**config.mk**
```make
export PLATFORM = sky130hd
export DESIGN_NAME = caracter
export DESIGN_NICKNAME = d
export VERILOG_FILES = /design/src/rtl/caracter_pkg.sv /design/src/rtl/caracter_font_rom.sv /design/src/rtl/caracter.sv
export SDC_FILE = /design/constraint.sdc
export NUM_CORES = 1
export LEC_CHECK = 0
export ABC_AREA = 1
export BUFFER_PORTS_ARGS = -buffer_cell sky130_fd_sc_hd__buf_2
export CAP_MARGIN = 20
export CORE_ASPECT_RATIO = 1.25
export CORE_UTILIZATION = 45
export DETAILED_ROUTE_END_ITERATION = 7
export PLACE_DENSITY = 0.87
export SETUP_SLACK_MARGIN = 0.5
export SLEW_MARGIN = 20
export SYNTH_ARGS = -nofsm -noshare
export SYNTH_HDL_FRONTEND = slang
export SYNTH_HIERARCHICAL = 1
export SYNTH_SLANG_ARGS = --single-unit
```
**constraint.sdc**
```tcl
create_clock -name clk -period 6.05 [get_ports clk]
set_input_delay 0.9075 -clock clk [delete_from_list [all_inputs] [get_ports clk]]
set_output_delay 0.9075 -clock clk [all_outputs]
set_load 0.03 [all_outputs]
```
**src/rtl/caracter_pkg.sv**
```systemverilog
// caracter_pkg: shared constants for the "HOLA" text overlay.
//   X0_DEF / Y0_DEF   default top-left corner of the text box
//   GLYPH_W/GLYPH_H   glyph cell size in pixels
//   N_CHARS           number of glyphs in the box
//   FONT              64 x 8 font ROM contents, address {char, row}
//                     and bit 7 is the leftmost pixel of a row
package caracter_pkg;

    localparam int X0_DEF  = 288;
    localparam int Y0_DEF  = 232;
    localparam int GLYPH_W = 8;
    localparam int GLYPH_H = 16;
    localparam int N_CHARS = 4;

    localparam logic [7:0] FONT [0:N_CHARS*GLYPH_H-1] = '{
        // H
        8'h00, 8'h00, 8'hC6, 8'hC6, 8'hC6, 8'hC6, 8'hC6, 8'hFE,
        8'hFE, 8'hC6, 8'hC6, 8'hC6, 8'hC6, 8'hC6, 8'h00, 8'h00,
        // O
        8'h00, 8'h00, 8'h7C, 8'hC6, 8'hC6, 8'hC6, 8'hC6, 8'hC6,
        8'hC6, 8'hC6, 8'hC6, 8'hC6, 8'hC6, 8'h7C, 8'h00, 8'h00,
        // L
        8'h00, 8'h00, 8'hC0, 8'hC0, 8'hC0, 8'hC0, 8'hC0, 8'hC0,
        8'hC0, 8'hC0, 8'hC0, 8'hC0, 8'hC0, 8'hFE, 8'h00, 8'h00,
        // A
        8'h00, 8'h00, 8'h38, 8'h6C, 8'hC6, 8'hC6, 8'hC6, 8'hC6,
        8'hFE, 8'hC6, 8'hC6, 8'hC6, 8'hC6, 8'hC6, 8'h00, 8'h00
    };

endpackage

```
**src/rtl/caracter_font_rom.sv**
```systemverilog
// caracter_font_rom: combinational font lookup.
//   addr  in  6  {char[1:0], glyph_row[3:0]}
//   data  out 8  font row word, bit 7 = leftmost pixel
module caracter_font_rom
    import caracter_pkg::*;
(
    input  logic [5:0] addr,
    output logic [7:0] data
);

    assign data = FONT[addr];

endmodule

```
**src/rtl/caracter.sv**
```systemverilog
// caracter: fixed "HOLA" text overlay for the VGA pixel pipeline.
// Decodes the pixel coordinate into a glyph/row/column, looks up the
// font bit and registers the resulting colour for the DAC.
//   clk       pixel clock
//   rst       synchronous active-low reset (clears r/g/b only)
//   video_on  visible-area flag
//   pixel_x   current column, pixel_y current row
//   R, G, B   foreground colour
//   r, g, b   registered colour outputs (one cycle latency)
//   char, rowad, palabra, posicion, palabit  combinational debug lookups
// Build option: define CARACTER_BG_EN to paint the non-glyph pixels of
// the box in the inverse of the foreground colour.
module caracter
    import caracter_pkg::*;
#(
    parameter int X0 = X0_DEF,
    parameter int Y0 = Y0_DEF
) (
    input  logic       clk,
    input  logic       rst,
    input  logic       video_on,
    input  logic [9:0] pixel_x,
    input  logic [9:0] pixel_y,
    input  logic       R,
    input  logic       G,
    input  logic       B,
    output logic       r,
    output logic       g,
    output logic       b,
    output logic [1:0] char,
    output logic [5:0] rowad,
    output logic [7:0] palabra,
    output logic [2:0] posicion,
    output logic       palabit
);

    localparam logic [9:0] X0_V = 10'(X0);
    localparam logic [9:0] Y0_V = 10'(Y0);

    logic [9:0] dx;
    logic [9:0] dy;
    logic       in_box;
    logic [7:0] rom_data;
    logic [2:0] rgb_next;

    assign dx = pixel_x - X0_V;
    assign dy = pixel_y - Y0_V;

    // Offsets are only meaningful once the coordinate is at or past the
    // corner; the high offset bits being zero then bounds the box size.
    assign in_box = (pixel_x >= X0_V) && (dx[9:5] == 5'd0) &&
                    (pixel_y >= Y0_V) && (dy[9:4] == 6'd0);

    assign char     = in_box ? dx[4:3] : 2'd0;
    assign posicion = in_box ? dx[2:0] : 3'd0;
    assign rowad    = in_box ? {dx[4:3], dy[3:0]} : 6'd0;

    caracter_font_rom u_font_rom (
        .addr (rowad),
        .data (rom_data)
    );

    assign palabra = in_box ? rom_data : 8'd0;
    assign palabit = in_box & palabra[3'd7 - posicion];

    always_comb begin
        rgb_next = 3'b000;
        if (video_on && palabit) begin
            rgb_next = {R, G, B};
        end
`ifdef CARACTER_BG_EN
        else if (video_on && in_box) begin
            rgb_next = ~{R, G, B};
        end
`endif
    end

    always_ff @(posedge clk) begin
        if (!rst) begin
            {r, g, b} <= 3'b000;
        end else begin
            {r, g, b} <= rgb_next;
        end
    end

endmodule

```
==> flow_metrics.env, run 1 <==
export IMPL_status="complete, no violations"
export IMPL_synthArstFlopShare=0
export IMPL_path_max_fanout=17
export IMPL_slowest_delay_ps=430
export IMPL_row_count=16
export IMPL_layout_min_cycle_time_ps=4577
export IMPL_worstMarginPinSlew_ps=544.4
export IMPL_cp_common_cell="nand2_1"
export IMPL_yosys_top_cells_area="nand2_1 19%, inv_1 16%, nand3_1 13%, nor2_1 12%, dfxtp_1 7.8%"
export IMPL_hp_class="in2reg"
export IMPL_clock_fmax_ghz=0.2185
export IMPL_pwr_share_comb=0.263
export IMPL_portBuffers=47
export IMPL_fill_cells=165
export IMPL_critPathKind="in2out"
export IMPL_pwr_share_clk=0.478
export IMPL_netlist_area_leader_share=0.1890
export IMPL_grt_pass1_wl_um=3187
export IMPL_required_ps=5140
export IMPL_critPathLaunchType="input pin"
export IMPL_vias=1013
export IMPL_wl_um=1993
export IMPL_nNetsFinal=227
export IMPL_fin_crit_sh=0.7566
export IMPL_tritoncts="done"
export IMPL_power_density_nw_per_um2=75.15
export IMPL_instances_no_fill=217
export IMPL_synth_area_sq_um=774.5
export IMPL_synthTopCellsByCount="39 x nand2_1, 33 x inv_1, 25 x nor2_1"
export IMPL_layout_drive_gt1_share=0.3317
export IMPL_critPathSlowestCell="nor2_1"
export IMPL_crit_arrival_ps=3670
export IMPL_dpl_hpwl_um=1658
export IMPL_clockBufferDepth=2
export IMPL_die_y_um=48.39
export IMPL_yosys_warnings=6
export IMPL_hold_viol_final=0
export IMPL_grt_overflow_total=0
export IMPL_power_share_sequential=0.259
export IMPL_grt_pass1_vias=858
export IMPL_die_x_um=39.11
export IMPL_area_delta_synth_final_pct=31.66
export IMPL_via_per_inst=4.668
export IMPL_first_pass_iters=4
export IMPL_avgSynthCellArea_sq_um=5.029
export IMPL_max_vdd_ir_drop_v=0.00003491
export IMPL_synth_edf_count=0
export IMPL_clkSinkCount=3
export IMPL_p_int_mw=0.05404
export IMPL_numCtsBuffers=3
export IMPL_htree_levels=1
export IMPL_slew_headroom=0.6357
export IMPL_netSwitchingPower_mw=0.02258
export IMPL_grt_setup_unrepaired="no"
export IMPL_cp_top_family="simple AND/OR/NAND/NOR gates"
export IMPL_start_util=0.4897
export IMPL_yosysUniqueCellTypes=24
export IMPL_crit_chain="buf_2 -> inv_2 -> ha_1 -> nand3b_1 -> nor2_1 -> nand3_1 -> nor2_8 -> inv_4 -> nor2_1 -> inv_1 -> nand2_1 -> nand2_1 -> nand3_1 -> nand2_1 -> nand2_1 -> nand2_1 -> nand2_1 -> inv_1 -> nor2_1 -> nor2_1 -> nand2_1 -> nand3_2 -> nand2_2 -> buf_2"
export IMPL_dr_first_iter_drc_count=17
export IMPL_grtUsageTotal=0.2147
export IMPL_gp_congestion=0.7779
export IMPL_synth_seq_area_share=0.07754
export IMPL_wl_per_cell_um=9.184
export IMPL_cp_end_kind="primary output"
export IMPL_yosysTopAreaCell="nand2_1"
export IMPL_core_area_sq_um=1582
export IMPL_die_area_sq_um=1892
export IMPL_antenna_found_initial=0
export IMPL_slew_violations=0
export IMPL_synthFlopType="dfxtp_1"
export IMPL_post_cts_repair_setup_buffers=0
export IMPL_drc=0
export IMPL_ctsResizeCount=0
export IMPL_finalSetupTns_ps=0
export IMPL_synth_seq_cells=3
export IMPL_swShare=0.2947
export IMPL_crit_buf_inv=6
export IMPL_power_leakage_nw=0.6636
export IMPL_ios=49
export IMPL_cts_root_buf="clkbuf_4"
export IMPL_setup_violations=0
export IMPL_post_place_ws_ps=1505
export IMPL_hold_ws_ps=887.8
export IMPL_syn_num_nets=181
export IMPL_hold_buffers=0
export IMPL_grt_max_degree=18
export IMPL_final_antenna_net_count=0
export IMPL_dp_cells=213
export IMPL_cap_violations=0
export IMPL_cts_clk_slew_worst_paths_ps=40
export IMPL_finalWorstSetupSlack_ps=1473
export IMPL_diodes=0
export IMPL_synth_most_common_cell="nand2_1"
export IMPL_synthCells=154
export IMPL_finalPower_mw=0.07663
worst paths after layout:
| check | slack (ps) | depth (start not counted) | end | start |
|---|---|---|---|---|
| worst min-delay path | 890 | 3 | b | B |
| worst max-delay path | 1470 | 24 | palabit | pixel_y[3] |
registers in the layout (all words and copies together), names as in the netlist:
signal,count
r,1
b,1
g,1
per-stage QoR:
stage               instance area [sq um]  utilization
floorplan                           774.5            -
global placement                    993.5       0.6282
detailed placement                  993.5       0.6282
CTS                                  1020       0.6448
global route                         1020       0.6448
finish                               1020       0.6448
layout make-up:
type / instances / area, sq um / area share
clock buffer: 4 / 26.28 / 0.02577
timing repair buffer: 47 / 235.2 / 0.2307
sequential: 3 / 60.06 / 0.05890
inverter: 37 / 141.4 / 0.1387
multi-input combinational: 108 / 534.3 / 0.5239
tap: 18 / 22.52 / 0.02209
cell families after synthesis:
family,synth area share
simple gates,0.6090
buf+inv,0.2326
compound gates,0.05977
fa+ha+maj,0.01615
flops,0.07755
other cells,0.004842
power by group through the flow:
stage	logic, mW	clock network (mW)	registers, mW
finish	0.0202	0.0366	0.0198
CTS	0.0202	0.0378	0.0198
floorplan	0.00966	0	0.0202
global placement	0.0192	0	0.0202
detailed placement	0.0201	0	0.0202
global route	0.0229	0.0395	0.0198
cell usage in the layout, fill, tap and decap left out:
cell / instances
o21ai_0: 2
clkbuf_1: 1
nand4_1: 2
nand2_2: 4
o21ai_1: 1
nor2_8: 1
inv_4: 1
inv_1: 33
ha_1: 1
nand2_1: 39
conb_1: 1
nand3_1: 20
nor2_1: 25
o211ai_1: 3
nor2_2: 2
buf_2: 47
nand3_2: 3
inv_2: 3
clkbuf_4: 3
nand3b_1: 1
nor2_4: 1
dfxtp_1: 3
o2111ai_1: 1
nand4_2: 1
routing by layer:
metal | vias up | share of wire | GRT usage
met3 | 0 | 0.056 | 0.03211
met4 | 0 | 0 | 0.01724
met1 | 428 | 0.40 | 0.2301
li1 | 552 | - | -
met5 | - | 0 | 0
met2 | 33 | 0.54 | 0.4222
No activity file was read; power rests on OpenSTA's default activity.
==> inputs of run 2 (changes only) <==
CORE_UTILIZATION = 42   (was 45)
PLACE_DENSITY = 0.82   (was 0.87)
clock period = 4.58 ns   (was 6.05 ns; I/O delays follow)
==> run 2 against run 1 <==
  * Clock power grew 26%
  * Global-route usage is 0.63 points lower
  * Non-clock buffer count rose by 2
  * Die area is 6.8% higher
  * Sequential power up 33%
  * Largest cell class unchanged
  * First-iteration DRC count is 12% higher
  * Cell count is 1.4% higher
  * Clock-buffer cell count is the same
  * Worst setup slack lost 750 ps
  * Utilization down 3.2 points
  * Routed wire length increased by 0.70%
  * Sequential cell count is the same
==> flow_metrics.env, run 2 (synthesis gave the netlist of run 1 again) <==
export IMPL_gp_congestion=0.8392
export IMPL_vias=1031
export IMPL_power_leakage_nw=0.6730
export IMPL_fill_cells=195
export IMPL_dpl_hpwl_um=1647
export IMPL_required_ps=3890
export IMPL_tritoncts="done"
export IMPL_start_util=0.4440
export IMPL_hold_ws_ps=669.0
export IMPL_grt_max_degree=18
export IMPL_critPathSlowestCell="ha_1"
export IMPL_die_y_um=50.01
export IMPL_grt_overflow_total=0
export IMPL_clockBufferDepth=2
export IMPL_status="complete, no violations"
export IMPL_crit_chain="buf_2 -> inv_2 -> ha_1 -> nand3b_1 -> nor2_1 -> nand3_2 -> nor2_8 -> inv_4 -> nor2_2 -> nand2_1 -> nor2_1 -> nand2_1 -> nand3_1 -> nand3_2 -> nand2_1 -> nand2_1 -> o2111ai_1 -> nand3_1 -> nand2_2 -> buf_2"
export IMPL_first_pass_iters=4
export IMPL_numCtsBuffers=3
export IMPL_wl_um=2007
export IMPL_fin_crit_sh=0.8428
export IMPL_cp_top_family="simple AND/OR/NAND/NOR gates"
export IMPL_hold_viol_final=0
export IMPL_slew_violations=0
export IMPL_wl_per_cell_um=9.123
export IMPL_cts_clk_slew_worst_paths_ps=30
export IMPL_hold_buffers=0
export IMPL_final_common_cell="buf_2"
export IMPL_antenna_found_initial=0
export IMPL_pwr_share_clk=0.460
export IMPL_cp_end_kind="primary output"
export IMPL_crit_buf_inv=4
export IMPL_ios=49
export IMPL_worstMarginPinSlew_ps=535.5
export IMPL_pwr_share_comb=0.277
export IMPL_hp_class="in2reg"
export IMPL_dr_first_iter_drc_count=19
export IMPL_critPathLaunchType="input pin"
export IMPL_multi_input_area_sq_um=566.8
export IMPL_critPathKind="in2out"
export IMPL_power_density_nw_per_um2=93.69
export IMPL_path_max_fanout=17
export IMPL_core_area_sq_um=1744
export IMPL_slew_headroom=0.6417
export IMPL_swShare=0.2869
export IMPL_p_int_mw=0.07139
export IMPL_clkSinkCount=3
export IMPL_grtUsageTotal=0.2083
export IMPL_finalSetupTns_ps=0
export IMPL_area_delta_synth_final_pct=37.96
export IMPL_crit_arrival_ps=3170
export IMPL_diodes=0
export IMPL_regArea_sq_um=60.06
export IMPL_die_area_sq_um=2021
export IMPL_via_per_inst=4.686
export IMPL_grt_setup_unrepaired="no"
export IMPL_die_x_um=40.41
export IMPL_final_antenna_net_count=0
export IMPL_max_vdd_ir_drop_v=0.00005125
export IMPL_layout_drive_gt1_share=0.3682
export IMPL_nNetsFinal=229
export IMPL_grt_pass1_vias=879
export IMPL_netSwitchingPower_mw=0.02872
export IMPL_cap_violations=0
export IMPL_row_count=17
export IMPL_slowest_delay_ps=270
export IMPL_setup_violations=0
export IMPL_cp_common_cell="nand2_1"
export IMPL_power_share_sequential=0.263
export IMPL_drc=0
export IMPL_clock_fmax_ghz=0.2591
export IMPL_layout_min_cycle_time_ps=3860
export IMPL_htree_levels=1
export IMPL_grt_pass1_wl_um=3132
export IMPL_portBuffers=47
export IMPL_cts_root_buf="clkbuf_4"
export IMPL_layout_common_cells="47 x buf_2, 39 x nand2_1, 33 x inv_1, 20 x nor2_1, 19 x nand3_1"
[run 2: through the flow]
stage	instance area (sq um)	utilization	instances	setup slack [ps]	total power [mW]
CTS	1026	0.5882	218	547.7	0.1010
floorplan	777.0	-	154	535.4	0.03951
global placement	997.2	0.5717	214	541.6	0.05239
global route	1069	0.6126	220	473.1	0.1063
finish	1069	0.6126	220	720.2	0.1001
detailed placement	997.2	0.5717	214	495.3	0.05330
[run 2: routing by layer]
metal / GRT usage / part of all wire / vias up
met5: 0 / 0 / -
met4: 0.06667 / 0.0050 / 0
met3: 0 / 0.036 / 2
met2: 0.4206 / 0.56 / 29
met1: 0.2011 / 0.40 / 442
li1: - / - / 558
[run 2: repair_timing]
action                     CTS  global route
setup endpoints to repair    1             5
setup buffers                0             2
pin swaps                    0             2
resized for setup            1             7
[run 2: final cells by class]
cell class | count | share of cell area
Tap cell | 19 | 0.02225
Sequential cell | 3 | 0.05621
Clock buffer | 4 | 0.02459
Timing Repair Buffer | 49 | 0.2342
Multi-Input combinational cell | 108 | 0.5304
Inverter | 37 | 0.1323
[run 2: final timing paths]
check  startpoint  cells after the start  endpoint
max    pixel_y[3]                     20   palabit
min             R                      3         r
[run 2: power by group through the flow]
stage	Combinational [mW]	Sequential, mW	Clock, mW
detailed placement	0.0266	0.0267	0
CTS	0.0269	0.0263	0.0479
floorplan	0.0128	0.0267	0
global route	0.0319	0.0263	0.0481
global placement	0.0257	0.0267	0
finish	0.0278	0.0263	0.0460
[run 2: worst min-delay path, stage by stage]
cell	delay, ps
buf_2	100
inv_1	40
nor2_1	30
==> inputs of run 3 (changes only) <==
CORE_UTILIZATION = 38   (was 42)
PLACE_DENSITY = 0.79   (was 0.82)
clock period = 3.2 ns   (was 4.58 ns; I/O delays follow)
==> run 3 against run 2 <==
  * The flow now finishes with violations (negative setup slack)
  * Final area up 43%
  * Combinational power up 83%
  * Via count rose by 16%
  * Worst setup slack worse by 730 ps
  * Largest power group unchanged
  * Sequential power up 43%
  * Global-route usage rose by 3.3 points
  * Largest cell class unchanged
  * Cell count is 11% higher
  * Highest routed layer unchanged
  * Utilization rose by 22 points
  * Critical path depth unchanged
  * Critical path type unchanged
  * Die area increased by 10%
==> flow_metrics.env, run 3 (synthesis gave the netlist of run 1 again) <==
export IMPL_status="complete, but fails checks"
export IMPL_violations="negative setup slack"
export IMPL_fill_cells=126
export IMPL_critPathSlowestCell="ha_4"
export IMPL_dr_first_iter_drc_count=20
export IMPL_ios=49
export IMPL_grt_busiest_layer="met2"
export IMPL_grt_overflow_total=0
export IMPL_grt_pass1_wl_um=4298
export IMPL_worstMarginPinSlew_ps=564.8
export IMPL_layout_common_cells="37 x buf_2, 30 x nand2_1, 24 x inv_1, 22 x buf_4, 15 x nand3_1"
export IMPL_final_core_util=0.8365
export IMPL_critPathLaunchType="input pin"
export IMPL_grtUsageTotal=0.2416
export IMPL_cts_clk_slew_worst_paths_ps=40
export IMPL_layout_min_cycle_time_ps=3215
export IMPL_vias=1196
export IMPL_grt_use_met1=0.2357
export IMPL_portBuffers=47
export IMPL_slew_headroom=0.6221
export IMPL_start_util=0.4234
export IMPL_post_place_ws_ps=-113.4
export IMPL_finalPower_mw=0.1548
export IMPL_dpl_hpwl_um=1926
export IMPL_crit_buf_inv=5
export IMPL_path_max_fanout=6
export IMPL_diodes=0
export IMPL_final_antenna_net_count=0
export IMPL_fin_area_sq_um=1530
export IMPL_clock_fmax_ghz=0.3111
export IMPL_numCtsBuffers=3
export IMPL_via_per_inst=4.882
export IMPL_gp_congestion=0.8080
export IMPL_required_ps=2720
export IMPL_use_met2=0.5026
export IMPL_setup_violations=1
export IMPL_finalWorstSetupSlack_ps=-14.51
export IMPL_cts_root_buf="clkbuf_4"
export IMPL_final_common_cell="buf_2"
export IMPL_placed_area_sq_um=1282
export IMPL_htree_levels=1
export IMPL_clockBufferDepth=2
export IMPL_cp_top_family="simple AND/OR/NAND/NOR gates"
export IMPL_cp_end_kind="primary output"
export IMPL_die_area_sq_um=2224
export IMPL_area_delta_synth_final_pct=97.58
export IMPL_wl_per_cell_um=11.29
export IMPL_hold_viol_final=0
export IMPL_hold_buffers=0
export IMPL_power_leakage_nw=0.8525
export IMPL_clkSinkCount=3
export IMPL_dp_cells=233
export IMPL_fin_crit_sh=1.005
export IMPL_gr_usage_met3=0.02414
export IMPL_cap_violations=0
export IMPL_max_vdd_ir_drop_v=0.0001042
export IMPL_grt_setup_unrepaired="yes"
export IMPL_finalSetupTns_ps=-14.51
export IMPL_hold_ws_ps=458.2
export IMPL_hp_class="in2reg"
export IMPL_first_pass_iters=4
export IMPL_critPathKind="in2out"
export IMPL_nNetsFinal=254
export IMPL_crit_arrival_ps=2730
export IMPL_slowest_delay_ps=240
export IMPL_crit_chain="buf_12 -> inv_12 -> ha_4 -> nand3b_1 -> nor2_1 -> nand3_2 -> nor2_8 -> inv_8 -> nor2_4 -> inv_4 -> nor2_4 -> nand3_4 -> o211ai_1 -> nand2_1 -> nand2_2 -> nand2_1 -> o2111ai_2 -> nand3_2 -> nand2_4 -> buf_6"
export IMPL_tritoncts="done"
export IMPL_die_x_um=42.38
export IMPL_instances_no_fill=245
export IMPL_antenna_found_initial=0
export IMPL_power_density_nw_per_um2=101.2
export IMPL_row_count=17
export IMPL_wl_um=2767
export IMPL_die_y_um=52.48
export IMPL_drc=0
export IMPL_grt_max_degree=12
export IMPL_slew_violations=0
export IMPL_layout_drive_gt1_share=0.5885
export IMPL_grt_pass1_vias=1126
export IMPL_core_area_sq_um=1829
==> run 3: layout make-up <==
| cell class | instances | area [sq um] | share of cell area |
|---|---|---|---|
| clock buffer | 4 | 26.28 | 0.01717 |
| inverter | 37 | 166.4 | 0.1087 |
| tap | 19 | 23.77 | 0.01554 |
| timing repair buffer | 74 | 531.8 | 0.3475 |
| multi-input combinational | 108 | 721.9 | 0.4718 |
| sequential | 3 | 60.06 | 0.03925 |
==> run 3: power by group <==
group / switching [mW] / internal, mW
registers: 0.000000000441 / 0.0376
logic: 0.0268 / 0.0242
clock network: 0.0195 / 0.0467
==> run 3: path summary, 6_finish.rpt <==
path                  cells after the start  endpoint  slack, ps        from
worst max-delay path                     20   palabit        -10  pixel_y[3]
worst min-delay path                      3         g        460           G
==> run 3: what timing repair did <==
action,4_1_cts,5_1_grt
pin swaps,13,14
setup endpoints to repair,11,11
gates resized for setup,36,17
buffers inserted,4,4
==> run 3: routing by layer <==
metal,up-vias,share of wire
li1,611,-
met1,535,0.36
met2,46,0.58
met3,4,0.047
met4,0,0.013
met5,-,0
